[src/rtl/reaction_pkg.sv]
`default_nettype none
// +------------------------------------------------------------------------+
// | Module  : reaction_pkg                                                 |
// | Purpose : Shared types and constants for the reaction-timer controller:|
// |           FSM state encoding, result saturation value, LFSR seed/taps. |
// | Ports   : none (package)                                               |
// | Rev     : 1.0  initial release                                         |
// +------------------------------------------------------------------------+
package reaction_pkg;

  typedef enum logic [2:0] {
    IDLE  = 3'd0,
    WAIT  = 3'd1,
    RUN   = 3'd2,
    DONE  = 3'd3,
    CHEAT = 3'd4
  } state_e;

  // Largest displayable reaction time (four decimal digits).
  localparam int TIME_MAX = 9999;

  localparam logic [15:0] LFSR_SEED = 16'hACE1;
  // Feedback taps 16,14,13,11 expressed as bit positions 15,13,12,10.
  localparam logic [15:0] LFSR_TAPS = 16'hB400;

endpackage : reaction_pkg
`default_nettype wire

[src/rtl/lfsr16.sv]
`default_nettype none
// +------------------------------------------------------------------------+
// | Module  : lfsr16                                                       |
// | Purpose : Free-running 16-bit Fibonacci LFSR (maximal length), advances|
// |           every clock; source of the pseudo-random wait delay.         |
// | Ports   : clk      in  system clock                                    |
// |           rst_n    in  asynchronous active-low reset (loads seed)      |
// |           state_o  out 16  current LFSR state                          |
// | Rev     : 1.0  initial release                                         |
// +------------------------------------------------------------------------+
module lfsr16
  import reaction_pkg::*;
(
  input  logic        clk,
  input  logic        rst_n,
  output logic [15:0] state_o
);

  logic [15:0] state_q;
  logic [15:0] state_d;

  // Maximal-length polynomial with a non-zero seed never reaches all-zero.
  assign state_d = {state_q[14:0], ^(state_q & LFSR_TAPS)};

  always_ff @(posedge clk or negedge rst_n) begin
    if (!rst_n) begin
      state_q <= LFSR_SEED;
    end else begin
      state_q <= state_d;
    end
  end

  assign state_o = state_q;

endmodule : lfsr16
`default_nettype wire

[src/rtl/reaction_ctrl.sv]
`default_nettype none
// +------------------------------------------------------------------------+
// | Module  : reaction_ctrl                                                |
// | Purpose : Reaction-timer control FSM. start -> random delay -> LED on  |
// |           -> count ms until stop. Drives the display mux select and    |
// |           the measured time. Optional best-time tracking is built when |
// |           the macro REACTION_BEST_TIME_EN is defined.                  |
// | Ports   : clk, rst_n             clock, async active-low reset         |
// |           start_i/stop_i/clear_i single-cycle control pulses           |
// |           stim_led_o             stimulus LED                          |
// |           disp_sel_o             mux select (0 time, 1 status)         |
// |           react_ms_o             measured reaction time in ms          |
// |           done_o / cheat_o       valid result / early stop flags       |
// |           best_ms_o              best stop-terminated time             |
// | Rev     : 1.0  initial release                                         |
// +------------------------------------------------------------------------+
module reaction_ctrl
  import reaction_pkg::*;
#(
  parameter int TICK_DIV        = 50000,
  parameter int DELAY_MIN_MS    = 1000,
  parameter int DELAY_RAND_BITS = 11,
  parameter int TIME_W          = 14
) (
  input  logic              clk,
  input  logic              rst_n,
  input  logic              start_i,
  input  logic              stop_i,
  input  logic              clear_i,
  output logic              stim_led_o,
  output logic              disp_sel_o,
  output logic [TIME_W-1:0] react_ms_o,
  output logic              done_o,
  output logic              cheat_o,
  output logic [TIME_W-1:0] best_ms_o
);

  localparam int PW = (TICK_DIV > 2) ? $clog2(TICK_DIV) : 1;
  localparam int DW = $clog2(DELAY_MIN_MS + (1 << DELAY_RAND_BITS)) + 1;

  logic [15:0]       w_lfsr;
  logic              w_lfsr_unused;
  logic              w_tick;
  logic [DW-1:0]     w_delay_load;

  state_e            state_q, state_d;
  logic [PW-1:0]     presc_q, presc_d;
  logic [DW-1:0]     delay_q, delay_d;
  logic [TIME_W-1:0] react_q, react_d;
  logic              stim_q, stim_d;
  logic              sel_q, sel_d;
  logic              done_q, done_d;
  logic              cheat_q, cheat_d;

  lfsr16 u_lfsr (
    .clk     (clk),
    .rst_n   (rst_n),
    .state_o (w_lfsr)
  );

  // Only the low bits feed the delay; the rest still clock for sequence quality.
  assign w_lfsr_unused = ^w_lfsr;

  assign w_delay_load = DW'(DELAY_MIN_MS) + DW'(w_lfsr[DELAY_RAND_BITS-1:0]);

  assign w_tick = ((state_q == WAIT) || (state_q == RUN)) &&
                  (presc_q == PW'(TICK_DIV - 1));

  always_comb begin
    state_d = state_q;
    presc_d = presc_q;
    delay_d = delay_q;
    react_d = react_q;
    stim_d  = stim_q;
    sel_d   = sel_q;
    done_d  = done_q;
    cheat_d = cheat_q;

    if ((state_q == WAIT) || (state_q == RUN)) begin
      presc_d = w_tick ? '0 : presc_q + PW'(1);
    end

    if (clear_i) begin
      // Clear keeps the last measured time visible on the mux input.
      state_d = IDLE;
      presc_d = '0;
      stim_d  = 1'b0;
      sel_d   = 1'b1;
      done_d  = 1'b0;
      cheat_d = 1'b0;
    end else begin
      unique case (state_q)
        IDLE, DONE, CHEAT: begin
          if (start_i) begin
            state_d = WAIT;
            presc_d = '0;
            delay_d = w_delay_load;
            react_d = '0;
            stim_d  = 1'b0;
            sel_d   = 1'b1;
            done_d  = 1'b0;
            cheat_d = 1'b0;
          end
        end
        WAIT: begin
          if (stop_i) begin
            state_d = CHEAT;
            cheat_d = 1'b1;
            stim_d  = 1'b0;
            sel_d   = 1'b1;
          end else if (w_tick) begin
            if (delay_q == DW'(1)) begin
              state_d = RUN;
              presc_d = '0;
              stim_d  = 1'b1;
            end else begin
              delay_d = delay_q - DW'(1);
            end
          end
        end
        RUN: begin
          // A stop coinciding with a tick freezes the time without the increment.
          if (stop_i) begin
            state_d = DONE;
            stim_d  = 1'b0;
            sel_d   = 1'b0;
            done_d  = 1'b1;
          end else if (w_tick) begin
            react_d = react_q + TIME_W'(1);
            if (react_q == TIME_W'(TIME_MAX - 1)) begin
              state_d = DONE;
              stim_d  = 1'b0;
              sel_d   = 1'b0;
              done_d  = 1'b1;
            end
          end
        end
        default: begin
          state_d = IDLE;
        end
      endcase
    end
  end

  always_ff @(posedge clk or negedge rst_n) begin
    if (!rst_n) begin
      state_q <= IDLE;
      presc_q <= '0;
      delay_q <= '0;
      react_q <= '0;
      stim_q  <= 1'b0;
      sel_q   <= 1'b1;
      done_q  <= 1'b0;
      cheat_q <= 1'b0;
    end else begin
      state_q <= state_d;
      presc_q <= presc_d;
      delay_q <= delay_d;
      react_q <= react_d;
      stim_q  <= stim_d;
      sel_q   <= sel_d;
      done_q  <= done_d;
      cheat_q <= cheat_d;
    end
  end

  assign stim_led_o = stim_q;
  assign disp_sel_o = sel_q;
  assign react_ms_o = react_q;
  assign done_o     = done_q;
  assign cheat_o    = cheat_q;

`ifdef REACTION_BEST_TIME_EN
  logic [TIME_W-1:0] best_q, best_d;

  // Only stop-terminated runs qualify; timeouts leave the record untouched.
  always_comb begin
    best_d = best_q;
    if ((state_q == RUN) && !clear_i && stop_i && (react_q < best_q)) begin
      best_d = react_q;
    end
  end

  always_ff @(posedge clk or negedge rst_n) begin
    if (!rst_n) begin
      best_q <= TIME_W'(TIME_MAX);
    end else begin
      best_q <= best_d;
    end
  end

  assign best_ms_o = best_q;
`else
  assign best_ms_o = TIME_W'(TIME_MAX);
`endif

endmodule : reaction_ctrl
`default_nettype wire

[config.mk]
export PLATFORM = sky130hd
export DESIGN_NAME = reaction_ctrl
export DESIGN_NICKNAME = d
export VERILOG_FILES = /design/src/rtl/reaction_pkg.sv /design/src/rtl/lfsr16.sv /design/src/rtl/reaction_ctrl.sv
export SDC_FILE = /design/constraint.sdc
export NUM_CORES = 1
export LEC_CHECK = 0
export CORE_AREA = 8 8 92 94
export DETAILED_ROUTE_END_ITERATION = 6
export DIE_AREA = 0 0 100 102
export PLACE_DENSITY_LB_ADDON = 0.05
export SLEW_MARGIN = 20
export SYNTH_ARGS = -nofsm -noshare
export SYNTH_HDL_FRONTEND = slang
export SYNTH_HIERARCHICAL = 1
export SYNTH_SLANG_ARGS = --single-unit
[constraint.sdc]
create_clock -name clk -period 2.6 [get_ports clk]
set_input_delay 0.65 -clock clk [delete_from_list [all_inputs] [get_ports clk]]
set_output_delay 0.65 -clock clk [all_outputs]
set_load 0.05 [all_outputs]
==> results of run 1 <==
==> final cells by class <==
type / instances / area, sq um / area share [%]
clock buffer: 14 / 173 / 3.97
tap: 99 / 124 / 2.84
inverter: 9 / 33.8 / 0.776
timing repair buffer: 54 / 505 / 11.6
multi-input combinational: 303 / 1850 / 42.4
sequential: 66 / 1660 / 38.2
clock inverter: 2 / 10.0 / 0.230
==> through the flow <==
step	total power (uW)	hold WS, ns	instances
floorplan	2100	0.333	417
global placement	2520	0.340	529
detailed placement	2530	0.347	529
CTS	3360	0.219	545
global route	3560	0.235	547
finish	3340	0.222	547
==> worst max path at each step <==
stage | cells past startpoint | from | slack [ns] | to
5_1_grt | 5 | presc_q[12] | 0.01 | done_o
4_1_cts | 6 | presc_q[12] | 0.13 | react_ms_o[6]
2_1_floorplan | 5 | react_ms_o[5] | 0.22 | state_q[0]
3_5_place_dp | 8 | stop_i | -0.08 | delay_q[6]
3_3_place_gp | 8 | stop_i | -0.06 | delay_q[8]
6_report | 5 | presc_q[12] | 0.15 | done_o
==> metal layers <==
metal  global-route usage (%)  wire length [microns]
met5                        0                      0
met4                     9.07                    210
met3                     3.81                    516
met2                     28.2                   3840
met1                     23.3                   4010
==> power by group <==
group          switching, uW  internal, uW  total, uW
Sequential               156          1150       1310
Combinational            736           495       1230
Clock                    383           423        805
Total                   1280          2070       3340
==> critical path, stage by stage, from the launching register on <==
cell and delay (ns):
dfrtp_1 0.42, or4_1 0.60, or4_1 0.59, o21ai_1 0.23
a21oi_1 0.10, a2111oi_1 0.39
==> registers in the layout (all words and copies together), names as in the netlist <==
signal,count
delay_q,13
state_q,3
disp_sel_o,1
react_ms_o,14
cheat_o,1
done_o,1
presc_q,16
stim_led_o,1
u_lfsr/state_o,16
==> reports/qor.yml, run 1 <==
sta:
  tns_ns: 0
  slew_viol_final: 0
  worst_pin_slew_ns: 0.666
  max_slew_margin_pct: 54.4
  setup_violations: 0
  timing.final.crit_share_pct: 94.2
  clock_skew_ns: 0.00795
  rsz0062_at_grt: "false"
  fin_crit_ns: 2.45
  fmax_ghz: 0.408
  setup_slack_ns: 0.150
  hold_violations: 0
global_route:
  grt_use_total_pct: 18.1
  grt_pass1_vias: 2961
  grt_start_max_net_pins: 28
  antenna_found_initial: 0
  grt_pass1_wl_microns: 14600
  grt-ovfl-total: 0
setup_path:
  crit_type: "reg -> reg"
  end_kind: "register"
  cp.required_ns: 2.81
  r2r_start: "presc_q[12]"
  r2r-end: "done_o"
  ff2ff_path_depth: 5
  startpoint_type: "register"
  crit_arrival_ns: 2.66
  crit_fanout: 4
  worst-r2r-setup-slack_ns: 0.15
route:
  wl_microns: 8580
  drt_iter0_markers: 169
  firstDrtPassIters: 5
  ant_nets: 0
  vias: 3094
  vias_per_cell: 5.66
  wl_per_cell_microns: 15.7
  route.detailed.drc: 0
cells_and_area:
  area.growth.synth_to_final_pct: 16.6
  mostFrequentLayoutCells: "dfrtp_1 (57), nand2_1 (37), nor2_1 (33), buf_4 (28), o21ai_0 (27)"
  nFillCells: 637
  n_antenna_cell: 0
  utilization_pct: 61.7
  final_area_sq_mm: 0.00435
  final_common_cell: "dfrtp_1"
  final_nets: 454
  drive_gt1_share_pct: 16.1
floorplanning:
  core_area_sq_mm: 0.00706
  dieArea_sq_mm: 0.0102
  fp.dieW_microns: 100
  top_level_ports: 37
  die_h_microns: 102
  start_util_pct: 52.9
  rows: 31
clock_network:
  htree_levels: 3
  cts.clk_slew.worst_paths_ns: 0.07
  cts.path.max_buffers: 2
  holdBufCountCts: 0
  cts_sinks: 66
  cts_tree: "done"
  cts_buffers: 9
  cts.repair.resized: 0
  clock-root-buffer: "clkbuf_8"
  clock_latency_ns: 0.34
  post-cts-setup-buffer-count: 0
power:
  p_leak_uw: 0.00185
  ir_drop_mv: 0.427
  powerDensity_mw_per_mm2: 768
yosys:
  syn_area_sq_mm: 0.00373
  yosys_warnings: 6
  syn_area_per_cell_sq_um: 9.22
  syn_inst: 405
place:
  post-dp-hpwl_microns: 6130
  placedInstanceArea_sq_mm: 0.00416
  place.gp.congestion: 0.819
  port_buffers: 22
  dp_slack_ns: -0.0814
status:
  status: "completed"
job:
  maxCapViolCount: 0
min_path:
  min_path_type: "in -> async"
(Power assumes the default switching activity.)
==> inputs of run 2 (changes only) <==
- DONT_BUFFER_PORTS: not set -> 1
- SLEW_MARGIN: 20 -> not set
==> run 2 against run 1 <==
First-iteration DRC count shrank 25%. Sequential cell count did not move. Utilization is 3.5 points lower. Cell area decreased by 5.7%. Largest cell class unchanged. Routed wire length is 1.1% higher.
==> reports/qor.yml, run 2 (same netlist as run 1, synthesis figures left out) <==
status:
  status: "completed"
job:
  maxCapViolCount: 0  # unchanged
setup_path:
  worst-r2r-setup-slack_ns: 0.19  # +0.04 ns
  r2r-end: "done_o"
  end_kind: "register"
  ff2ff_path_depth: 5  # unchanged
  startpoint_type: "register"
  crit_fanout: 4  # unchanged
  cp.required_ns: 2.83  # +0.02 ns
  crit_arrival_ns: 2.63  # -0.03 ns
  r2r_start: "presc_q[12]"
  crit_type: "reg -> reg"
cells_and_area:
  final_nets: 429  # -5.5%
  final_area_sq_mm: 0.00410  # -5.7%
  fin_cells: 522  # -4.6%
  final_common_cell: "dfrtp_1"
  n_antenna_cell: 0  # unchanged
  multiInputGateArea_sq_mm: 0.00186  # +0.61%
  nFillCells: 653  # +2.5%
  mostFrequentLayoutCells: "dfrtp_1 (57), nand2_1 (37), nor2_1 (33), buf_4 (28), o21ai_0 (27)"
  seqCellArea_sq_mm: 0.00166  # unchanged
  area.growth.synth_to_final_pct: 9.88
  drive_gt1_share_pct: 15.8  # -0.23 points
sta:
  setup_slack_ns: 0.194  # +0.0445 ns
  fmax_ghz: 0.416  # +1.8%
  tns_ns: 0  # unchanged
  hold_violations: 0  # unchanged
  fin_crit_ns: 2.41  # -0.0445 ns
  timing.final.crit_share_pct: 92.5  # -1.7 points
  setup_violations: 0  # unchanged
  worst_pin_slew_ns: 0.716  # +0.0497 ns
  max_slew_margin_pct: 51.0  # -3.4 points
  clock_skew_ns: 0.0104  # +0.00249 ns
  rsz0062_at_grt: "false"
  slew_viol_final: 0  # unchanged
floorplanning:
  top_level_ports: 37  # unchanged
  dieArea_sq_mm: 0.0102  # unchanged
  rows: 31  # unchanged
  start_util_pct: 52.9  # unchanged
  fp.dieW_microns: 100  # unchanged
  die_h_microns: 102  # unchanged
  core_area_sq_mm: 0.00706  # unchanged
clock_network:
  post-cts-setup-buffer-count: 0  # unchanged
  clock_latency_ns: 0.35  # about the same
  cts.path.max_buffers: 2  # unchanged
  cts_sinks: 66  # unchanged
  htree_levels: 3  # unchanged
  cts_buffers: 9  # unchanged
  cts_tree: "done"
  cts.clk_slew.worst_paths_ns: 0.07  # about the same
  clock-root-buffer: "clkbuf_8"
route:
  firstDrtPassIters: 4  # -1
  vias_per_cell: 5.76  # +1.8%
  route.detailed.drc: 0  # unchanged
  ant_nets: 0  # unchanged
  vias: 3005  # -2.9%
  drt_iter0_markers: 126  # -25%
  wl_per_cell_microns: 16.6  # +5.9%
  wl_microns: 8670  # +1.1%
power:
  p_leak_uw: 0.00176  # -5.1%
  ir_drop_mv: 0.471  # +10%
  powerDensity_mw_per_mm2: 793  # +3.3%
  power_uw: 3250  # -2.6%
global_route:
  grt-ovfl-total: 0  # unchanged
  grt_use_total_pct: 18.3  # +0.23 points
  antenna_found_initial: 0  # unchanged
  grt_pass1_vias: 2938  # -0.78%
  grt_start_max_net_pins: 58  # +110%
  grt_pass1_wl_microns: 14600  # +0.47%
place:
  dp_slack_ns: 0.172  # +0.253 ns
  place.gp.congestion: 0.824  # +0.65%
  port_buffers: 0  # -100%
  placedInstanceArea_sq_mm: 0.00388  # -6.7%
  post-dp-hpwl_microns: 5980  # -2.5%
  numPlacedInstances: 505  # -4.5%
min_path:
  min_path_type: "in -> async"
## run 2: changes by cell type in the layout (fill, tap and decap cells not counted), sizes merged
cell,previous run,this run
buf,33,29
bufinv,0,1
clkbuf,14,13
clkdlybuf4s50,21,0
## run 2: repair_timing
action | 4_1_cts | 5_1_grt
resized for setup | 0 | 1
hold endpoints to repair | 57 | 0
setup endpoints to repair | 0 | 1
hold buffers | 1 | 0
## run 2: per-layer routing
layer  GRT usage [%]  wire, microns  up-vias
li1                -              -     1459
met1            22.9           3910     1448
met2            28.9           4030       82
met3            4.90            519       16
met4            8.72            200        0
met5               0              0        -
## run 2: layout make-up
cell class | instances | area share [%]
multi-input combinational | 303 | 45.2
sequential | 66 | 40.5
timing repair buffer | 29 | 5.79
clock buffer | 13 | 3.63
tap | 99 | 3.02
clock inverter | 3 | 0.976
inverter | 9 | 0.823
## run 2: where the power goes
group / internal [uW] / total [uW] / switching (uW)
clock: 467 / 850 / 383
sequential: 1150 / 1360 / 210
combinational: 396 / 1040 / 647
## run 2: metrics by stage
step / hold WS [ns] / utilization (%)
floorplan: 0.333 / -
global placement: 0.340 / 54.9
detailed placement: 0.348 / 54.9
CTS: 0.124 / 58.0
global route: 0.112 / 58.1
finish: 0.138 / 58.1
## run 2: how the worst max path moves through the flow
stage | start | end
CTS | presc_q[11] | react_ms_o[5]
global placement | presc_q[12] | react_ms_o[5]
detailed placement | presc_q[11] | react_ms_o[5]
finish | presc_q[12] | done_o
floorplan | react_ms_o[5] | state_q[0]
global route | presc_q[4] | react_ms_o[5]
## run 2: worst max-delay path, cell delays in order, from the launching register on
cell       delay [ns]
dfrtp_1          0.41
or4_1            0.60
or4_1            0.57
o21ai_1          0.22
a21oi_1          0.09
a2111oi_1        0.38
